--- config.mk ---
export PLATFORM = sky130hd
export DESIGN_NAME = alu_arbiter
export DESIGN_NICKNAME = d
export VERILOG_FILES = /design/src/rtl/alu_arbiter.sv
export SDC_FILE = /design/constraint.sdc
export NUM_CORES = 1
export LEC_CHECK = 0
export BUFFER_PORTS_ARGS = -buffer_cell sky130_fd_sc_hd__buf_2
export CAP_MARGIN = 20
export CORE_MARGIN = 5
export CORE_UTILIZATION = 53
export DETAILED_ROUTE_END_ITERATION = 12
export PLACE_DENSITY_LB_ADDON = 0.3
export SYNTH_ARGS = -nofsm -noshare
export SYNTH_HDL_FRONTEND = slang
export SYNTH_SLANG_ARGS = --single-unit
--- constraint.sdc ---
create_clock -name CLOCK -period 4.2 [get_ports CLOCK]
set_input_delay 0.42 -clock CLOCK [delete_from_list [all_inputs] [get_ports CLOCK]]
set_output_delay 0.42 -clock CLOCK [all_outputs]
set_load 0.01 [all_outputs]
--- src/rtl/alu_arbiter.sv ---
// alu_arbiter: shares one 32-bit ALU between two requesters.
// Port 0 is typically the execute stage, port 1 the branch-target/PC adder.
// Pipeline: grant (combinational) -> issue registers (Op*) -> result registers.
// A grant in cycle t produces Valid/Result in cycle t+2; one op per cycle.
//
// Configuration macro: ALU_ARB_FIXED_PRIORITY_EN
//   defined   : port 0 always wins contention, port 1 may starve.
//   undefined : round-robin, the port not granted last wins contention.
//
// Handshake: ReqN is the requester's "valid"; GntN is the arbiter's "ready".
// An operation transfers at a rising edge where ReqN && GntN. While ReqN is
// high and GntN is low the requester holds ControlN/AN/BN stable. After a
// transfer the requester may drop ReqN or present a new operation. The result
// side has no backpressure: Valid is a one-cycle pulse the requester must
// capture.
module alu_arbiter #(
  parameter int WIDTH = 32
) (
  input  logic             CLOCK,
  input  logic             RESET,
  input  logic             Req0,
  input  logic             Req1,
  input  logic [2:0]       Control0,
  input  logic [2:0]       Control1,
  input  logic [WIDTH-1:0] A0,
  input  logic [WIDTH-1:0] B0,
  input  logic [WIDTH-1:0] A1,
  input  logic [WIDTH-1:0] B1,
  output logic             Gnt0,
  output logic             Gnt1,
  output logic             Valid,
  output logic             ResultId,
  output logic [WIDTH-1:0] Result,
  output logic             Zero,
  output logic             Error
);

  localparam logic [2:0] OP_AND = 3'b000;
  localparam logic [2:0] OP_OR  = 3'b001;
  localparam logic [2:0] OP_ADD = 3'b010;
  localparam logic [2:0] OP_SHL = 3'b101;
  localparam logic [2:0] OP_SUB = 3'b110;
  localparam logic [2:0] OP_SLT = 3'b111;

  // Issue stage registers
  logic             op_valid;
  logic             op_id;
  logic [2:0]       op_control;
  logic [WIDTH-1:0] op_a;
  logic [WIDTH-1:0] op_b;

  // Shared ALU outputs
  logic [WIDTH-1:0] alu_result;
  logic             alu_unknown;

  logic             any_gnt;

`ifndef ALU_ARB_FIXED_PRIORITY_EN
  // Priority pointer: port granted most recently. Reset to 1 so port 0
  // wins the first contention.
  logic last;

  // Pointer follows every grant, holds otherwise
  always_ff @(posedge CLOCK) begin
    if (RESET) begin
      last <= 1'b1;
    end else if (Gnt0) begin
      last <= 1'b0;
    end else if (Gnt1) begin
      last <= 1'b1;
    end
  end
`endif

  // Grant selection; never both high, both low during reset
  always_comb begin
    Gnt0 = 1'b0;
    Gnt1 = 1'b0;
    if (!RESET) begin
      if (Req0 && !Req1) begin
        Gnt0 = 1'b1;
      end else if (!Req0 && Req1) begin
        Gnt1 = 1'b1;
      end else if (Req0 && Req1) begin
`ifdef ALU_ARB_FIXED_PRIORITY_EN
        Gnt0 = 1'b1;
`else
        if (last) begin
          Gnt0 = 1'b1;
        end else begin
          Gnt1 = 1'b1;
        end
`endif
      end
    end
  end

  assign any_gnt = Gnt0 | Gnt1;

  // Issue registers capture the winner's operation on a grant edge
  always_ff @(posedge CLOCK) begin
    if (RESET) begin
      op_valid   <= 1'b0;
      op_id      <= 1'b0;
      op_control <= 3'b000;
      op_a       <= '0;
      op_b       <= '0;
    end else begin
      op_valid <= any_gnt;
      if (Gnt0) begin
        op_id      <= 1'b0;
        op_control <= Control0;
        op_a       <= A0;
        op_b       <= B0;
      end else if (Gnt1) begin
        op_id      <= 1'b1;
        op_control <= Control1;
        op_a       <= A1;
        op_b       <= B1;
      end
    end
  end

  // Shared ALU evaluated from the issue registers; SLT is unsigned and SHL
  // uses the full shift amount so amounts of 32 or more yield zero
  always_comb begin
    alu_result  = '0;
    alu_unknown = 1'b0;
    case (op_control)
      OP_ADD:  alu_result = op_a + op_b;
      OP_SUB:  alu_result = op_a - op_b;
      OP_AND:  alu_result = op_a & op_b;
      OP_OR:   alu_result = op_a | op_b;
      OP_SLT:  alu_result = {{(WIDTH-1){1'b0}}, (op_a < op_b)};
      OP_SHL:  alu_result = op_a << op_b;
      default: begin
        alu_result  = '0;
        alu_unknown = 1'b1;
      end
    endcase
  end

  // Result registers: Valid/ResultId track the issue stage, Result/Zero only
  // load for a real operation, Error is sticky until reset
  always_ff @(posedge CLOCK) begin
    if (RESET) begin
      Valid    <= 1'b0;
      ResultId <= 1'b0;
      Result   <= '0;
      Zero     <= 1'b0;
      Error    <= 1'b0;
    end else begin
      Valid    <= op_valid;
      ResultId <= op_id;
      if (op_valid) begin
        Result <= alu_result;
        Zero   <= (alu_result == '0);
        if (alu_unknown) begin
          Error <= 1'b1;
        end
      end
    end
  end

endmodule

# After elaboration in Yosys (flattened, before gate mapping)
# Index checks and enable logic that the tools add are counted.
[totals]
reg_bits = 106
input_bits = 138
out_inout_bits = 38
elab_cells = 54
[classes]
add_sub_neg = 2
magnitude_cmp = 1
n_eq_ne = 5
n_shift = 1
muxes = 19
n_bitwise = 4
n_reduce_logical = 11
[op_table]
columns = ["cell", "n"]
rows = [
  ["$pmux 32 s6", 1],
  ["$mux 32", 4],
  ["$add 32x32->32", 1],
  ["$and 32x32->32", 1],
  ["$logic_not 32->1", 1],
  ["$lt 32x32->1", 1],
  ["$or 32x32->32", 1],
  ["$shl 32x32->32", 1],
  ["$sub 32x32->32", 1],
  ["$mux 1", 12],
  ["$eq 3x3->1 const B", 3],
  ["$mux 3", 2],
  ["$reduce_or 6->1", 1],
  ["$eq 3x1->1 const B", 1],
  ["$eq 3x2->1 const B", 1],
  ["$logic_and 1x1->1", 3],
  ["$logic_not 3->1", 1],
  ["$logic_not 1->1", 2],
  ["$reduce_and 2->1", 1],
  ["$reduce_bool 2->1", 1],
  ["$reduce_or 2->1", 1],
  ["$not 1->1", 1],
  ["$or 1x1->1", 1],
]

# Longest topological paths before layout
[depth]
depth_word = 7
depth_mapped = 16
mapped_depth_nobuf = 15

# Least setup slack after synthesis
# OpenSTA, ideal clock, no wires.
[synth_timing]
kind = "reg-to-reg"
startpoint = "reg op_b[2]"
endpoint = "reg Zero"
setup_time_ns = 0.059
t_arrival_ns = 4.086
required_ns = 4.141
path_slack_ns = 0.055
stages_incl_launch_ff = 17
n_path_buf = 3
synth_period_minus_slack_ns = 4.145
path_cell_list = "dfxtp_1 > buf_2 > buf_2 > clkinv_1 > ha_1 > buf_2 > a21o_1 > a221oi_1 > o21ai_0 > a211o_1 > a2111oi_0 > a21oi_1 > xnor2_1 > a211oi_1 > nand4_1 > nor4_1 > a22o_1"
[synth_between]
elab_chain_len = 3
word_cells_on_any_way = 8
cone_classes = "2 x add/sub; 1 x order compare; 1 x shift; 1 x mux; 2 x bitwise; 1 x reduce/logical"
[synth_rtl]
columns = ["element", "line_no", "text"]
rows = [
  ["start: declaration", "50", "logic [WIDTH-1:0] op_b;"],
  ["start signal: assignment", "107", "op_b <= '0;"],
  ["start signal: assignment", "114", "op_b <= B0;"],
  ["start signal: assignment", "119", "op_b <= B1;"],
  ["$sub 32x32->32 (tied with other cells)", "131", "OP_SUB: alu_result = op_a - op_b;"],
  ["$pmux 32 s6 (*)", "129", "case (op_control)"],
  ["$logic_not 32->1 (*)", "157", "Zero <= (alu_result == '0);"],
  ["end signal: assignment", "157", ""],
  ["end: declaration", "34", "output logic Zero,"],
]
# Every way passes the cells marked *; elsewhere a longest branch is shown, timed or not.
# A chain may end at the register's enable or synchronous reset.

# Final worst setup path
[layout_timing]
startpoint = "reg op_a[7]"
endpoint = "reg Zero"
[layout_between]
elab_chain_len = 3
word_cells_on_any_way = 8
cone_classes = "2 x add/sub; 1 x order compare; 1 x shift; 1 x mux; 2 x bitwise; 1 x reduce/logical"
[layout_rtl]
columns = ["element", "line_no", "text"]
rows = [
  ["start: declaration", "49", "logic [WIDTH-1:0] op_a;"],
  ["start signal: assignment", "106", "op_a <= '0;"],
  ["start signal: assignment", "113", "op_a <= A0;"],
  ["start signal: assignment", "118", "op_a <= A1;"],
  ["$sub 32x32->32 (tied with other cells)", "131", ""],
  ["$pmux 32 s6 (*)", "129", ""],
  ["$logic_not 32->1 (*)", "157", ""],
]
# Marked as above.

==> summary.txt <==
Synth
  – Mapped Avg Cell Area: 7.42 um2
  – Largest cells by area after synthesis: dfxtp_1, ha_1, a21oi_1, nand2_1, a22oi_1
  – Ys async rst share: 0%
  – Synth top area share: between 10% and 20%
  – Synth Area in Compound Gates: 30.8%
  – Post-synth EDFFs: 0
  – Biggest area consumer among synthesized cells: dfxtp_1
  – Syn Inst Count: 1,463
  – Distinct cells, synth: 79
  – Ys flop type: dfxtp_1
  – Synthesized area: 10,900 um2
  – Yosys reg bits: 106
  – Adder-Cell Fraction of Synth Area: 11.7%
  – Simple logic cell fraction of the synthesized area: 18.8%
  – Synthesis Warnings: 0
  – Post-synthesis sequential area ratio: roughly a fifth
  – Main combinational cell family by area after synthesis: compound AO/OA/AOI/OAI gates
  – Syn nets: 1,701
  – Post-synthesis xor/xnor area fraction: 2.10%
  – Mux share of post-synthesis cell area: 9.36%

Drt
  – Vias per inst: 6.40
  – DRC Markers: 0
  – Post-Route WL: roughly 42,000 um
  – Via count: 12,252
  – DRT Pass-1 Iters: 6
  – Avg WL per Cell: 22.2 um
  – DRT iter0 DRCs: 1,572
  – Post-DRT Antenna Nets: 0

Setup path
  – Worst endpoint required time: 4.46 ns
  – Crit-path max FO: 8
  – Worst reg2reg path startpoint: op_a[7]$_SDFFE_PP0P_
  – Crit path capture type: register
  – Register-to-Register Path Depth: 14
  – R2R setup slack: approximately 0.27 ns
  – Crit path launch type: register
  – Reg-to-Reg End: Zero$_SDFFE_PP0P_
  – Crit Path Category: register to register
  – CP arrival: between 4 and 5 ns

Clock tree
  – Post_cts resized: 0
  – Setup Buffers After CTS: 0
  – Root buffer cell: clkbuf_16
  – Cts bufs inserted: 9
  – Worst-path clk slew: around 0.08 ns
  – H-tree levels: 3
  – # hold bufs at CTS: 0
  – Maximum clock path buffer count: 2
  – CTS tree: built
  – Sink Count: 106
  – Clk_lat worst skew: 0.37 ns

Global routing
  – Initial antenna violation count: 0
  – Largest net degree at the start of global routing: 69
  – First-pass GRT wire length: between 60,000 and 70,000 um
  – Total gr overflow: 0
  – GRT Resource Usage Total: 34.7%
  – Vias in the first global route: 11,353

Pwr
  – Leakage: roughly 5.4 nW
  – Worst ir drop on vdd: 192 uV
  – Power per cell area: between 200 and 300 nW/um2

Timing
  – # setup viols final: 0
  – Total negative slack: 0 ns
  – Period minus WS final: 3.93 ns
  – Hold Fails Final Rpt: 0
  – FMAX: 254 MHz
  – RSZ-0062 raised after global routing: false
  – Worst Skew: 0.0107 ns
  – Slew headroom: 37.9%
  – Fin crit share: 93.6%
  – Fin. max-slew vios: 0
  – Tightest Pin Transition: 0.932 ns

Floorplanning
  – Starting Density: 53.8%
  – Die ar.: 23,400 um2
  – Row count: 52
  – Die width: 153 um
  – Ports: 176
  – Die H: approximately 150 um
  – Total core area: 20,200 um2

Final layout
  – Most frequent cells in the layout: buf_2, nand2_1, a21oi_1
  – Nets@finish: between 1,500 and 2,000
  – Antenna Cells: 0
  – Most common cell after layout, fill and taps aside: buf_2
  – Share of cells above drive strength 1: 20.8%
  – Syn-to-layout area delta: 17.0%
  – Fin util: between 60% and 70%

Status
  – Status: finished, final reports clean

Hold path
  – WHS Path Cells: 2
  – Hold endpoint: last$_SDFFE_PP1P_
  – Hold Path Origin: Req0
  – Hold Crit Class: primary input to register

Job
  – Max Cap Viol: 0

Placement
  – Count of input and output buffers: 175
  – Post-detail-place hpwl: 33,900 um
  – GPL Wtd Cong: roughly 1.0
[state kept, by name, summed over array words and instances, names as in the netlist, 3 cells and up]
name / count
op_b: 32
op_control: 3
op_a: 32
Result: 32
[logic make-up after synthesis]
logic type / after synthesis
simple gates: 439
buf+inv: 211
compound gates: 501
flops: 106
xor+xnor: 26
fa+ha+maj: 100
mux: 80
[layout make-up]
cell class                 instances  area [um2]
timing repair buffer             270        1600
fill                            1898        7470
clock buffer                      10         239
multi-input combinational       1146        7940
inverter                         105         394
sequential                       106        2130
tap                              270         338
clock inverter                     6        58.8
[worst max path at each step]
stage / startpoint / depth (start not counted) / to
final: op_a[7]$_SDFFE_PP0P_ / 14 / Zero$_SDFFE_PP0P_
after global routing: op_a[0]$_SDFFE_PP0P_ / 14 / Zero$_SDFFE_PP0P_
after CTS: op_a[0]$_SDFFE_PP0P_ / 14 / Zero$_SDFFE_PP0P_
after detailed placement: op_a[0]$_SDFFE_PP0P_ / 14 / Zero$_SDFFE_PP0P_
after global placement: op_b[1]$_SDFFE_PP0P_ / 15 / Zero$_SDFFE_PP0P_
after floorplan: op_b[2]$_SDFFE_PP0P_ / 16 / Zero$_SDFFE_PP0P_
[routing by layer]
metal / vias to the layer above / track usage [%] / wire, um
met1: 5710 / 50.3 / 18000
met4: 0 / 9.63 / 1130
met5: - / 0 / 0
met3: 86 / 5.48 / 4790
li1: 5721 / - / -
met2: 735 / 53.6 / 18500
[worst max-delay path, stage by stage (launching register included)]
cell and delay (ns):
dfxtp_1 0.53, inv_1 0.09, ha_1 0.43, or4_4 0.57
or3_1 0.34, a21oi_2 0.16, nor4_1 0.08, buf_4 0.16
o21ai_2 0.20, a21oi_1 0.10, o21a_1 0.19, o311a_1 0.32
o21a_1 0.22, and4b_1 0.22, a22o_1 0.22
[where the power goes]
part | switching (W) | leakage [nW] | internal (W)
Clock | 0.000460 | 0.145 | 0.000435
Combinational | 0.000969 | 4.37 | 0.000611
Sequential | 0.0000721 | 0.872 | 0.00108
Total | 0.00150 | 5.38 | 0.00212
[per-stage QoR]
step                power (W)  setup slack [ns]  cell area [um2]  hold slack [ns]  cells
floorplan             0.00214            0.0548            10900            0.439   1463
global placement      0.00269             0.307            12400            0.447   1897
detailed placement    0.00270             0.248            12400            0.449   1897
CTS                   0.00357             0.226            12700            0.260   1913
global route          0.00379            0.0181            12700            0.300   1913
finish                0.00362             0.271            12700            0.259   1913
[cell usage after synthesis, drive strengths merged, types with 24 or more instances]
master,count
dfxtp,106
o21ai,60
ha,98
nor3,31
inv,102
o211ai,24
a22oi,70
a211oi,51
nand2,146
clkbuf,78
buf,28
nor2,132
mux2i,52
a21oi,145
Note: power is estimated with default switching activity, not from simulation.
